### src/rtl/dmem_access_unit_if.sv
// Request/response/memory bundle between the pipeline memory stage, the
// dmem_access_unit and Data_Memory.
interface dmem_access_unit_if #(
    parameter int ADDR_W = 32
);
    // Valid/ready: a request transfers on a rising edge where req_valid and
    // req_ready are both 1; the response side has no backpressure and
    // resp_valid is a single-cycle pulse.
    logic              req_valid;
    logic              req_ready;
    logic              req_write;
    logic [1:0]        req_size;
    logic              req_signed;
    logic [ADDR_W-1:0] req_addr;
    logic [31:0]       req_wdata;

    logic              resp_valid;
    logic [31:0]       resp_rdata;
    logic              resp_error;

    logic [ADDR_W-1:0] mem_address;
    logic              mem_write_enable;
    logic              mem_read_enable;
    logic [31:0]       mem_write_data;
    logic [31:0]       mem_read_data;

    modport master (
        output req_valid, req_write, req_size, req_signed, req_addr, req_wdata,
        output mem_read_data,
        input  req_ready, resp_valid, resp_rdata, resp_error,
        input  mem_address, mem_write_enable, mem_read_enable, mem_write_data
    );

    modport slave (
        input  req_valid, req_write, req_size, req_signed, req_addr, req_wdata,
        input  mem_read_data,
        output req_ready, resp_valid, resp_rdata, resp_error,
        output mem_address, mem_write_enable, mem_read_enable, mem_write_data
    );
endinterface

### src/rtl/dmem_access_unit.sv
// Load/store initiator for Data_Memory: word indexing, alignment checks and
// read-latency absorption; byte/half access with RMW stores under DMEM_SUBWORD_EN.
module dmem_access_unit #(
    parameter int ADDR_W = 32
) (
    input  logic                 clk,
    input  logic                 rst,
    dmem_access_unit_if.slave    bus,
    output logic [2:0]           state_dbg
);

    typedef enum logic [2:0] {
        IDLE = 3'd0,
        RD   = 3'd1,
        RDW  = 3'd2,
        WR   = 3'd3,
        RSP  = 3'd4
    } state_t;

    state_t state;
    logic   accept;
    logic   bad;

`ifdef DMEM_SUBWORD_EN
    logic        r_write;
    logic [1:0]  r_size;
    logic        r_signed;
    logic [1:0]  r_off;
    logic [31:0] r_wdata;

    function automatic logic misaligned(input logic [1:0] sz, input logic [1:0] a);
        return (sz == 2'b11) || (sz == 2'b01 && a[0]) || (sz == 2'b10 && a != 2'b00);
    endfunction

    // Little-endian lane select followed by zero or sign extension.
    function automatic logic [31:0] extract(input logic [31:0] w, input logic [1:0] sz,
                                            input logic sgn, input logic [1:0] off);
        logic [7:0]  b;
        logic [15:0] h;
        logic [31:0] r;
        b = w[{off, 3'b000} +: 8];
        h = w[{off[1], 4'b0000} +: 16];
        case (sz)
            2'b00:   r = {{24{sgn & b[7]}}, b};
            2'b01:   r = {{16{sgn & h[15]}}, h};
            default: r = w;
        endcase
        return r;
    endfunction

    function automatic logic [31:0] merge(input logic [31:0] w, input logic [31:0] d,
                                          input logic [1:0] sz, input logic [1:0] off);
        logic [31:0] r;
        r = w;
        case (sz)
            2'b00:   r[{off, 3'b000} +: 8] = d[7:0];
            2'b01:   r[{off[1], 4'b0000} +: 16] = d[15:0];
            default: r = d;
        endcase
        return r;
    endfunction
`else
    function automatic logic misaligned(input logic [1:0] sz, input logic [1:0] a);
        return (sz != 2'b10) || (a != 2'b00);
    endfunction
`endif

    assign bus.req_ready = (state == IDLE) && !rst;
    assign accept        = bus.req_valid && bus.req_ready;
    assign bad           = misaligned(bus.req_size, bus.req_addr[1:0]);
    assign state_dbg     = state;

    always_ff @(posedge clk) begin
        if (rst) begin
            state                <= IDLE;
            bus.resp_valid       <= 1'b0;
            bus.resp_rdata       <= '0;
            bus.resp_error       <= 1'b0;
            bus.mem_address      <= '0;
            bus.mem_write_data   <= '0;
            bus.mem_write_enable <= 1'b0;
            bus.mem_read_enable  <= 1'b0;
`ifdef DMEM_SUBWORD_EN
            r_write  <= 1'b0;
            r_size   <= 2'b00;
            r_signed <= 1'b0;
            r_off    <= 2'b00;
            r_wdata  <= '0;
`endif
        end else begin
            case (state)
                IDLE: begin
                    if (accept) begin
`ifdef DMEM_SUBWORD_EN
                        r_write  <= bus.req_write;
                        r_size   <= bus.req_size;
                        r_signed <= bus.req_signed;
                        r_off    <= bus.req_addr[1:0];
                        r_wdata  <= bus.req_wdata;
`endif
                        if (bad) begin
                            bus.resp_valid <= 1'b1;
                            bus.resp_error <= 1'b1;
                            state          <= RSP;
                        end else begin
                            bus.mem_address <= bus.req_addr >> 2;
                            // Only full-word stores skip the read; sub-word stores read first to merge.
                            if (bus.req_write && bus.req_size == 2'b10) begin
                                bus.mem_write_data   <= bus.req_wdata;
                                bus.mem_write_enable <= 1'b1;
                                state                <= WR;
                            end else begin
                                bus.mem_read_enable <= 1'b1;
                                state               <= RD;
                            end
                        end
                    end
                end
                RD: begin
                    bus.mem_read_enable <= 1'b0;
                    state               <= RDW;
                end
                RDW: begin
`ifdef DMEM_SUBWORD_EN
                    if (r_write) begin
                        bus.mem_write_data   <= merge(bus.mem_read_data, r_wdata, r_size, r_off);
                        bus.mem_write_enable <= 1'b1;
                        state                <= WR;
                    end else begin
                        bus.resp_rdata <= extract(bus.mem_read_data, r_size, r_signed, r_off);
                        bus.resp_valid <= 1'b1;
                        state          <= RSP;
                    end
`else
                    bus.resp_rdata <= bus.mem_read_data;
                    bus.resp_valid <= 1'b1;
                    state          <= RSP;
`endif
                end
                WR: begin
                    bus.mem_write_enable <= 1'b0;
                    bus.resp_valid       <= 1'b1;
                    state                <= RSP;
                end
                RSP: begin
                    bus.resp_valid <= 1'b0;
                    bus.resp_rdata <= '0;
                    bus.resp_error <= 1'b0;
                    state          <= IDLE;
                end
                default: state <= IDLE;
            endcase
        end
    end

endmodule
### src/flat_wrapper.sv
// flat-port wrapper written by rule: the top's interface ports become plain ports
module dmem_access_unit_flat 
#(
    parameter int ADDR_W = 32
)
  (clk, rst, state_dbg, bus_req_valid, bus_req_write, bus_req_size, bus_req_signed, bus_req_addr, bus_req_wdata, bus_mem_read_data, bus_req_ready, bus_resp_valid, bus_resp_rdata, bus_resp_error, bus_mem_address, bus_mem_write_enable, bus_mem_read_enable, bus_mem_write_data);
  dmem_access_unit_if #(.ADDR_W(ADDR_W)) bus_i ();
  input  logic clk;
  input  logic rst;
  output logic [2:0] state_dbg;
  input wire logic [$bits(bus_i.req_valid)-1:0] bus_req_valid;
  input wire logic [$bits(bus_i.req_write)-1:0] bus_req_write;
  input wire logic [$bits(bus_i.req_size)-1:0] bus_req_size;
  input wire logic [$bits(bus_i.req_signed)-1:0] bus_req_signed;
  input wire logic [$bits(bus_i.req_addr)-1:0] bus_req_addr;
  input wire logic [$bits(bus_i.req_wdata)-1:0] bus_req_wdata;
  input wire logic [$bits(bus_i.mem_read_data)-1:0] bus_mem_read_data;
  output wire logic [$bits(bus_i.req_ready)-1:0] bus_req_ready;
  output wire logic [$bits(bus_i.resp_valid)-1:0] bus_resp_valid;
  output wire logic [$bits(bus_i.resp_rdata)-1:0] bus_resp_rdata;
  output wire logic [$bits(bus_i.resp_error)-1:0] bus_resp_error;
  output wire logic [$bits(bus_i.mem_address)-1:0] bus_mem_address;
  output wire logic [$bits(bus_i.mem_write_enable)-1:0] bus_mem_write_enable;
  output wire logic [$bits(bus_i.mem_read_enable)-1:0] bus_mem_read_enable;
  output wire logic [$bits(bus_i.mem_write_data)-1:0] bus_mem_write_data;
  assign bus_i.req_valid = bus_req_valid;
  assign bus_i.req_write = bus_req_write;
  assign bus_i.req_size = bus_req_size;
  assign bus_i.req_signed = bus_req_signed;
  assign bus_i.req_addr = bus_req_addr;
  assign bus_i.req_wdata = bus_req_wdata;
  assign bus_i.mem_read_data = bus_mem_read_data;
  assign bus_req_ready = bus_i.req_ready;
  assign bus_resp_valid = bus_i.resp_valid;
  assign bus_resp_rdata = bus_i.resp_rdata;
  assign bus_resp_error = bus_i.resp_error;
  assign bus_mem_address = bus_i.mem_address;
  assign bus_mem_write_enable = bus_i.mem_write_enable;
  assign bus_mem_read_enable = bus_i.mem_read_enable;
  assign bus_mem_write_data = bus_i.mem_write_data;
  dmem_access_unit #(.ADDR_W(ADDR_W)) u_core (.clk(clk), .rst(rst), .bus(bus_i), .state_dbg(state_dbg));
endmodule
### config.mk
export PLATFORM = sky130hd
export DESIGN_NAME = dmem_access_unit_flat
export DESIGN_NICKNAME = d
export VERILOG_FILES = /design/src/rtl/dmem_access_unit_if.sv /design/src/rtl/dmem_access_unit.sv /design/src/flat_wrapper.sv
export SDC_FILE = /design/constraint.sdc
export NUM_CORES = 1
export LEC_CHECK = 0
export CORE_ASPECT_RATIO = 1.25
export CORE_MARGIN = 5
export CORE_UTILIZATION = 40
export DETAILED_ROUTE_END_ITERATION = 12
export PLACE_DENSITY_LB_ADDON = 0.1
export SLEW_MARGIN = 20
export SYNTH_ARGS = -nofsm -noshare
export SYNTH_HDL_FRONTEND = slang
export SYNTH_SLANG_ARGS = --single-unit
### constraint.sdc
create_clock -name clk -period 2.4 [get_ports clk]
set_clock_uncertainty 0.2 [all_clocks]
set_input_delay 0.36 -clock clk [delete_from_list [all_inputs] [get_ports clk]]
set_output_delay 0.36 -clock clk [all_outputs]
set_load 0.03 [all_outputs]
Yosys cells after proc, flatten, opt, wreduce, memory -nomap -nowiden. Cells that the tools add are included. Widths: inputs -> output; s select.

Eq/ne operators: 11. Multiplexer cells: 17. Bitwise operators: 1. Reductions and logical operators: 19.

Operator list (number): $pmux 32 s2 (1); $reduce_and 4->1 (3); $reduce_bool 2->1 (5); $pmux 3 s3 (1); $reduce_and 3->1 (3); $mux 1 (8); $ne 2x2->1 const B (4); $eq 3x2->1 const B (2); $mux 3 (2); $pmux 1 s2 (3); $ne 2x1->1 const B (2); $eq 3x1->1 const B (1); $eq 3x3->1 const B (1); $logic_and 1x1->1 (3); $logic_not 3->1 (1); $pmux 1 s3 (1); $reduce_bool 3->1 (1); $eq 2x2->1 const B (1); $mux 2 (1); $reduce_or 2->1 (1); $logic_not 1->1 (1); $logic_or 1x1->1 (1); $not 1->1 (1).

Register bits after elaboration: 101. Word-level logic and storage cells: 56.

Logic depth before layout (Yosys ltp). Gate-level depths: netlist (run 1).

Word-level depth: 6. Depth in mapped cells: 7.

Worst setup path before layout (run 1). OpenSTA, ideal clock, no wires.

Path kind: reg-to-reg. From: reg u_core.state[2] (netlist: u_core.state_dbg[2]). To: reg u_core.bus.mem_write_data[12]. Arrival: 2.023 ns. Required time: 2.079 ns. Path slack: 0.056 ns. Stages on the path, launching flop included: 8. Period minus slack after synthesis: 2.344 ns. Cell sequence: dfxtp_1 > buf_6 > or4_4 > buf_6 > nor3_4 > buf_6 > buf_12 > mux2_4.

Word-level cells in the longest chain between the ends: 4.

Ends and longest elaborated chain: start: declaration (line dmem_access_unit.sv:20) `state_t state;`; start signal: assignment (line dmem_access_unit.sv:75) `state <= IDLE;`; start signal: assignment (line dmem_access_unit.sv:104) `state <= RSP;`; start signal: assignment (line dmem_access_unit.sv:111) `state <= WR;`; $logic_not 3->1 (*) (line dmem_access_unit.sv:68, dmem_access_unit.sv:91); $logic_and 1x1->1 (line dmem_access_unit.sv:68) `assign bus.req_ready = (state == IDLE) && !rst;`; $logic_and 1x1->1 (line dmem_access_unit.sv:69) `assign accept = bus.req_valid && bus.req_ready;`; $reduce_and 4->1 (no source line) (*); end signal: assignment (line dmem_access_unit.sv:109) `bus.mem_write_data <= bus.req_wdata;`; end: declaration (line dmem_access_unit_if.sv:38) `output mem_address, mem_write_enable, mem_read_enable, mem_write_data`.

Every way passes the cells marked *; elsewhere a longest branch is shown, timed or not. A chain may end at the register's enable or synchronous reset.

Worst setup path in the final report (run 1).
From: in bus_req_size[0]. To: reg u_core.bus.mem_write_data[5].

Word-level cells in the longest chain between the ends: 4. Elaborated cells on any way between the ends: 6. Classes of those cells: eq/ne: 2; bitwise: 1; reduce/logical: 3.

Ends and longest elaborated chain: start: declaration (line flat_wrapper.sv:13) `input wire logic [$bits(bus_i.req_size)-1:0] bus_req_size;`; $ne 2x2->1 (line dmem_access_unit.sv:64) `return (sz != 2'b10) || (a != 2'b00);`; $logic_or 1x1->1 (line dmem_access_unit.sv:64); $not 1->1 (no source line); $reduce_and 4->1 (no source line) (*).

Marks and branches as above.

==> impl_metrics.ini, run 1 <==
[sta]
setup_ws_ps = 34.6
maxSlewHeadroom = 0.303
hold_viol = 0
rsz0062_at_grt = true
fmax_mhz = 423
drv_slew = 0
fin_crit_sh = 0.986
finalCriticalPeriod_ps = 2370
setup_viol = 0
timing.hold.ws_ps = 272
worst_pin_slew_ps = 1050

[die]
die_area_sq_um = 12100
start_util = 0.413
coreArea_sq_um = 9710
io_pins = 207
die_x_microns = 99.5
fp.dieH_microns = 122
rows = 40

[clock_network]
cts_resized = 0
cts_buffer_depth = 2
cts_tree = yes
htreeDepth = 3
insertion_delay_ps = 330
cts.sinks = 101
numCtsBuffers = 9
clkTransAtPathRegs_ps = 60
cts_hold_buffers = 0
clockRootBuffer = clkbuf_16
cts_setup_buffers = 0

[finish]
drive_gt1_frac = 0.153
area_growth_pct = 60.8
nets = 698
diodes = 0
final_cell_mix = clkdlybuf4s50_1, dfxtp_1, nor2b_1, a21oi_1, mux2_2
final_util = 0.664
fill_cells = 807
layout_commonest_cell = clkdlybuf4s50_1

[critical_path]
crit_chain = clkdlybuf4s50_1, or4b_1, buf_4, nor3_4, buf_4, mux2_4
worstPathArrival_ps = 2390
critPathBufInv = 3
cp_common_cell = buf_4
critical_path.max_stage_delay_ps = 550
critical_path.max_fanout = 10
path_delay_family = buffers and inverters
startpoint_type = primary input
crit_required_ps = 2420
crit_type = primary input to flip-flop
cp_slowest_cell = or4b_1
cp-end-kind = flip-flop

[yosys]
synth.largest_area_cell = dfxtp_1
ys_warn_count = 0
synth_top_cells_by_area = dfxtp_1, mux2_2, nor2b_1
postSynthCellCount = 401
yosysUniqueCellTypes = 31
syn_area_sq_um = 4010
synth_top_area_frac = 0.504
synth_seq_area_share = 0.504
ys_ff_latch = 101
syn_avg_cell_area_sq_um = 10.0

[global_route]
grt_pass1_wl_microns = 18100
grt_pass1_vias = 3614
grt_max_degree = 101
grtUsageTotal = 0.185
antenna_found_initial = 0
grt_overflow = 0

[pwr]
power_frac_seq = 0.491
p_int_mw = 2.71
p_comb_frac = 0.103
vdd_ir_drop_max_v = 0.000319
swShare = 0.216
power_switching_mw = 0.748
powerDensity_nw_per_um2 = 536
p_leak_nw = 2.35
clockPowerShare = 0.406

[route]
wl_per_cell_microns = 15.7
firstDrtPassIters = 4
routed_wl_microns = 11400
vias_per_cell = 4.93
vias = 3579
drcViolationCount = 0
ant_nets = 0
drt_iter0_drc = 68

[placed_design]
pre_cts_ws_ps = -343
port_buffers = 203
gp_congestion = 0.747
hpwl_microns = 8360

[run]
maxCapViolCount = 0

[run_status]
outcome = finished, final reports clean

[hold_path]
hold_class = flip-flop to flip-flop
per-layer routing:
layer  GRT usage  vias up  wire, microns
met5           0        -              0
met4      0.0820        0            323
met3      0.0796       21           1190
met2       0.307      141           5470
met1       0.205     1648           4410
li1            -     1769              -
metrics by stage:
step	setup TNS (ps)	instances	instance area, sq um	power, mW
floorplan	0	402	4010	1.87
global placement	-12730	710	6150	2.09
detailed placement	-12960	710	6150	2.09
CTS	0	726	6450	3.50
global route	-440	726	6450	3.59
finish	0	726	6450	3.46
power by group through the flow:
stage               Clock (mW)  Sequential, mW  Combinational, mW
floorplan                    0            1.77              0.101
global placement             0            1.74              0.352
detailed placement           0            1.74              0.355
CTS                       1.45            1.70              0.357
global route              1.51            1.70              0.379
finish                    1.40            1.70              0.355
final timing paths:
check                            startpoint                            to  slack, ps  cells past startpoint
setup / recovery            bus_req_size[0]  u_core.bus.mem_write_data[5]         30                      6
hold reg to reg   u_core.bus.mem_address[5]     u_core.bus.mem_address[5]        270                      2
setup reg to reg        u_core.state_dbg[2]  u_core.bus.mem_write_data[5]        300                      4
hold / removal    u_core.bus.mem_address[5]     u_core.bus.mem_address[5]        270                      2
cell usage after synthesis (all sizes together):
cell type	instances
nand4	12
nand2	33
a31oi	3
a211oi	4
o21ai	34
nor3	3
nor2	3
or3	1
inv	3
nor2b	50
nor4	1
conb	1
nor3b	1
or4b	1
nor4b	1
a221oi	1
and2	1
clkbuf	25
dfxtp	101
o31ai	12
buf	13
xnor2	1
or4	1
mux2	50
a21oi	45
cell families after synthesis:
family	synth area share
other cells	0.000935
compound gates	0.135
mux	0.150
buf+inv	0.0534
simple gates	0.154
xor+xnor	0.00219
flops	0.504
registers in the layout (all words and copies together), names as in the netlist:
name / count
u_core.bus.mem_write_enable: 1
u_core.bus.mem_write_data: 32
u_core.bus.resp_error: 1
u_core.bus.resp_valid: 1
u_core.bus.mem_address: 30
u_core.bus.resp_rdata: 32
u_core.state_dbg: 3
u_core.bus.mem_read_enable: 1
tightest hold or removal path: cells and delay by family (launching register included):
kind / cells / cell delay (ps)
AO/OA/AOI/OAI: 2 / 120
flip-flops: 1 / 310
area by class of cell:
cell class                      instances  area (sq um)  area share
Inverter                                3          11.3     0.00175
Multi-Input combinational cell        260          1800       0.279
Timing Repair Buffer                  220          2160       0.335
Tap cell                              126           158      0.0245
Sequential cell                       101          2020       0.314
Clock buffer                           13           280      0.0435
Clock inverter                          3          17.5     0.00272
Power figures use the tool's default switching activity.
==> run 2: changes to the inputs <==
--- a/config.mk
+++ b/config.mk
@@ -6,10 +6,11 @@
 export NUM_CORES = 1
 export LEC_CHECK = 0
 export CORE_ASPECT_RATIO = 1.25
-export CORE_MARGIN = 5
+export CORE_MARGIN = 2
 export CORE_UTILIZATION = 40
 export DETAILED_ROUTE_END_ITERATION = 12
-export PLACE_DENSITY_LB_ADDON = 0.1
+export GPL_ROUTABILITY_DRIVEN = 0
+export PLACE_DENSITY = 0.8
 export SLEW_MARGIN = 20
 export SYNTH_ARGS = -nofsm -noshare
 export SYNTH_HDL_FRONTEND = slang
==> run 2 against run 1 <==
Against the previous run: setup slack better by 62 ps; combinational power about the same; die area down 11%; via count up 1.6%; critical path type unchanged; critical endpoint is now u_core.bus.mem_write_data[19]; largest power group unchanged.
==> impl_metrics.ini, run 2 (synthesis results as in run 1) <==
[run_status]
outcome = finished, final reports clean

[route]
drcViolationCount = 0
routed_wl_microns = 11700
vias_per_cell = 5.03
ant_nets = 0
firstDrtPassIters = 5
drt_iter0_drc = 185
vias = 3636
wl_per_cell_microns = 16.1

[pwr]
p_comb_frac = 0.103
power_frac_seq = 0.487
p_leak_nw = 2.34
p_int_mw = 2.76
vdd_ir_drop_max_v = 0.000390
swShare = 0.211
powerDensity_nw_per_um2 = 542
clockPowerShare = 0.411
power_switching_mw = 0.735

[die]
die_area_sq_um = 10800
rows = 40
fp.dieH_microns = 116
start_util = 0.413
io_pins = 207
coreArea_sq_um = 9710
die_x_microns = 93.5

[global_route]
grt_pass1_wl_microns = 18000
grt_pass1_vias = 3732
grt_max_degree = 101
grtUsageTotal = 0.211
antenna_found_initial = 0
grt_overflow = 0

[clock_network]
clkTransAtPathRegs_ps = 60
cts_setup_buffers = 0
insertion_delay_ps = 330
htreeDepth = 3
cts.sinks = 101
numCtsBuffers = 9
cts_resized = 0
cts_tree = yes
clockRootBuffer = clkbuf_16
cts_hold_buffers = 0
cts_buffer_depth = 2

[finish]
fill_cells = 783
diodes = 0
final_cell_mix = clkdlybuf4s50_1, dfxtp_1, nor2b_1, a21oi_1, mux2_2
nets = 696
final_util = 0.663
layout_commonest_cell = clkdlybuf4s50_1
top_regs = u_core.bus.mem_write_data x32, u_core.bus.resp_rdata x32, u_core.bus.mem_address x30
drive_gt1_frac = 0.144
area_growth_pct = 60.6

[placed_design]
port_buffers = 203
pre_cts_ws_ps = -254
hpwl_microns = 8490

[critical_path]
crit_required_ps = 2420
startpoint_type = primary input
crit_type = primary input to flip-flop
cp-end-kind = flip-flop
worstPathArrival_ps = 2320
critical_path.max_fanout = 29

[sta]
worst_pin_slew_ps = 1030
maxSlewHeadroom = 0.316
fin_tns_setup_ps = 0
fin_crit_sh = 0.960
timing.hold.ws_ps = 270
setup_ws_ps = 96.2
finalCriticalPeriod_ps = 2300
rsz0062_at_grt = false
fmax_mhz = 434
hold_viol = 0
drv_slew = 0
setup_viol = 0

[hold_path]
hold_class = flip-flop to flip-flop

[run]
maxCapViolCount = 0
-- run 2: cell count changes in the layout (fill, tap and decap cells not counted), sizes merged --
cell	before	now
buf	20	18
clkinv	2	0
bufinv	0	1
clkbuf	13	14
clkinvlp	1	0
-- run 2: final timing paths --
check / startpoint / endpoint / slack [ps] / cells after the start
setup / recovery: bus_req_addr[1] / u_core.bus.mem_write_data[19] / 100 / 5
setup reg to reg: u_core.state_dbg[2] / u_core.bus.mem_write_data[19] / 240 / 4
hold / removal: u_core.bus.resp_rdata[11] / u_core.bus.resp_rdata[11] / 270 / 2
hold reg to reg: u_core.bus.resp_rdata[11] / u_core.bus.resp_rdata[11] / 270 / 2
-- run 2: critical path, stage by stage --
cell and delay [ps]:
clkdlybuf4s50_1 450, or4b_1 660, nor3_4 240, buf_12 230, mux2_2 370
-- run 2: layer usage --
layer | share of wire | track usage
met3 | 0.10 | 0.0826
met4 | 0.021 | 0.0889
met5 | 0 | 0
met2 | 0.50 | 0.370
met1 | 0.38 | 0.227
-- run 2: area by class of cell --
cell class | count | area (sq um) | share of cell area
Timing Repair Buffer | 218 | 2160 | 0.335
Sequential cell | 101 | 2020 | 0.314
Multi-Input combinational cell | 260 | 1800 | 0.279
Clock buffer | 14 | 264 | 0.0410
Tap cell | 126 | 158 | 0.0245
Clock inverter | 1 | 30.0 | 0.00466
Inverter | 3 | 11.3 | 0.00175
-- run 2: metrics by stage --
| stage | cells | power [mW] | cell area [sq um] |
|---|---|---|---|
| floorplan | 402 | 1.87 | 4010 |
| global placement | 708 | 2.09 | 6150 |
| detailed placement | 708 | 2.09 | 6150 |
| CTS | 723 | 3.54 | 6440 |
| global route | 723 | 3.62 | 6440 |
| finish | 723 | 3.49 | 6440 |
-- run 2: power groups by stage --
stage / sequential [mW] / combinational, mW / clock (mW)
finish: 1.70 / 0.358 / 1.43
global route: 1.70 / 0.380 / 1.54
CTS: 1.70 / 0.359 / 1.48
detailed placement: 1.74 / 0.357 / 0
global placement: 1.74 / 0.352 / 0
floorplan: 1.77 / 0.101 / 0
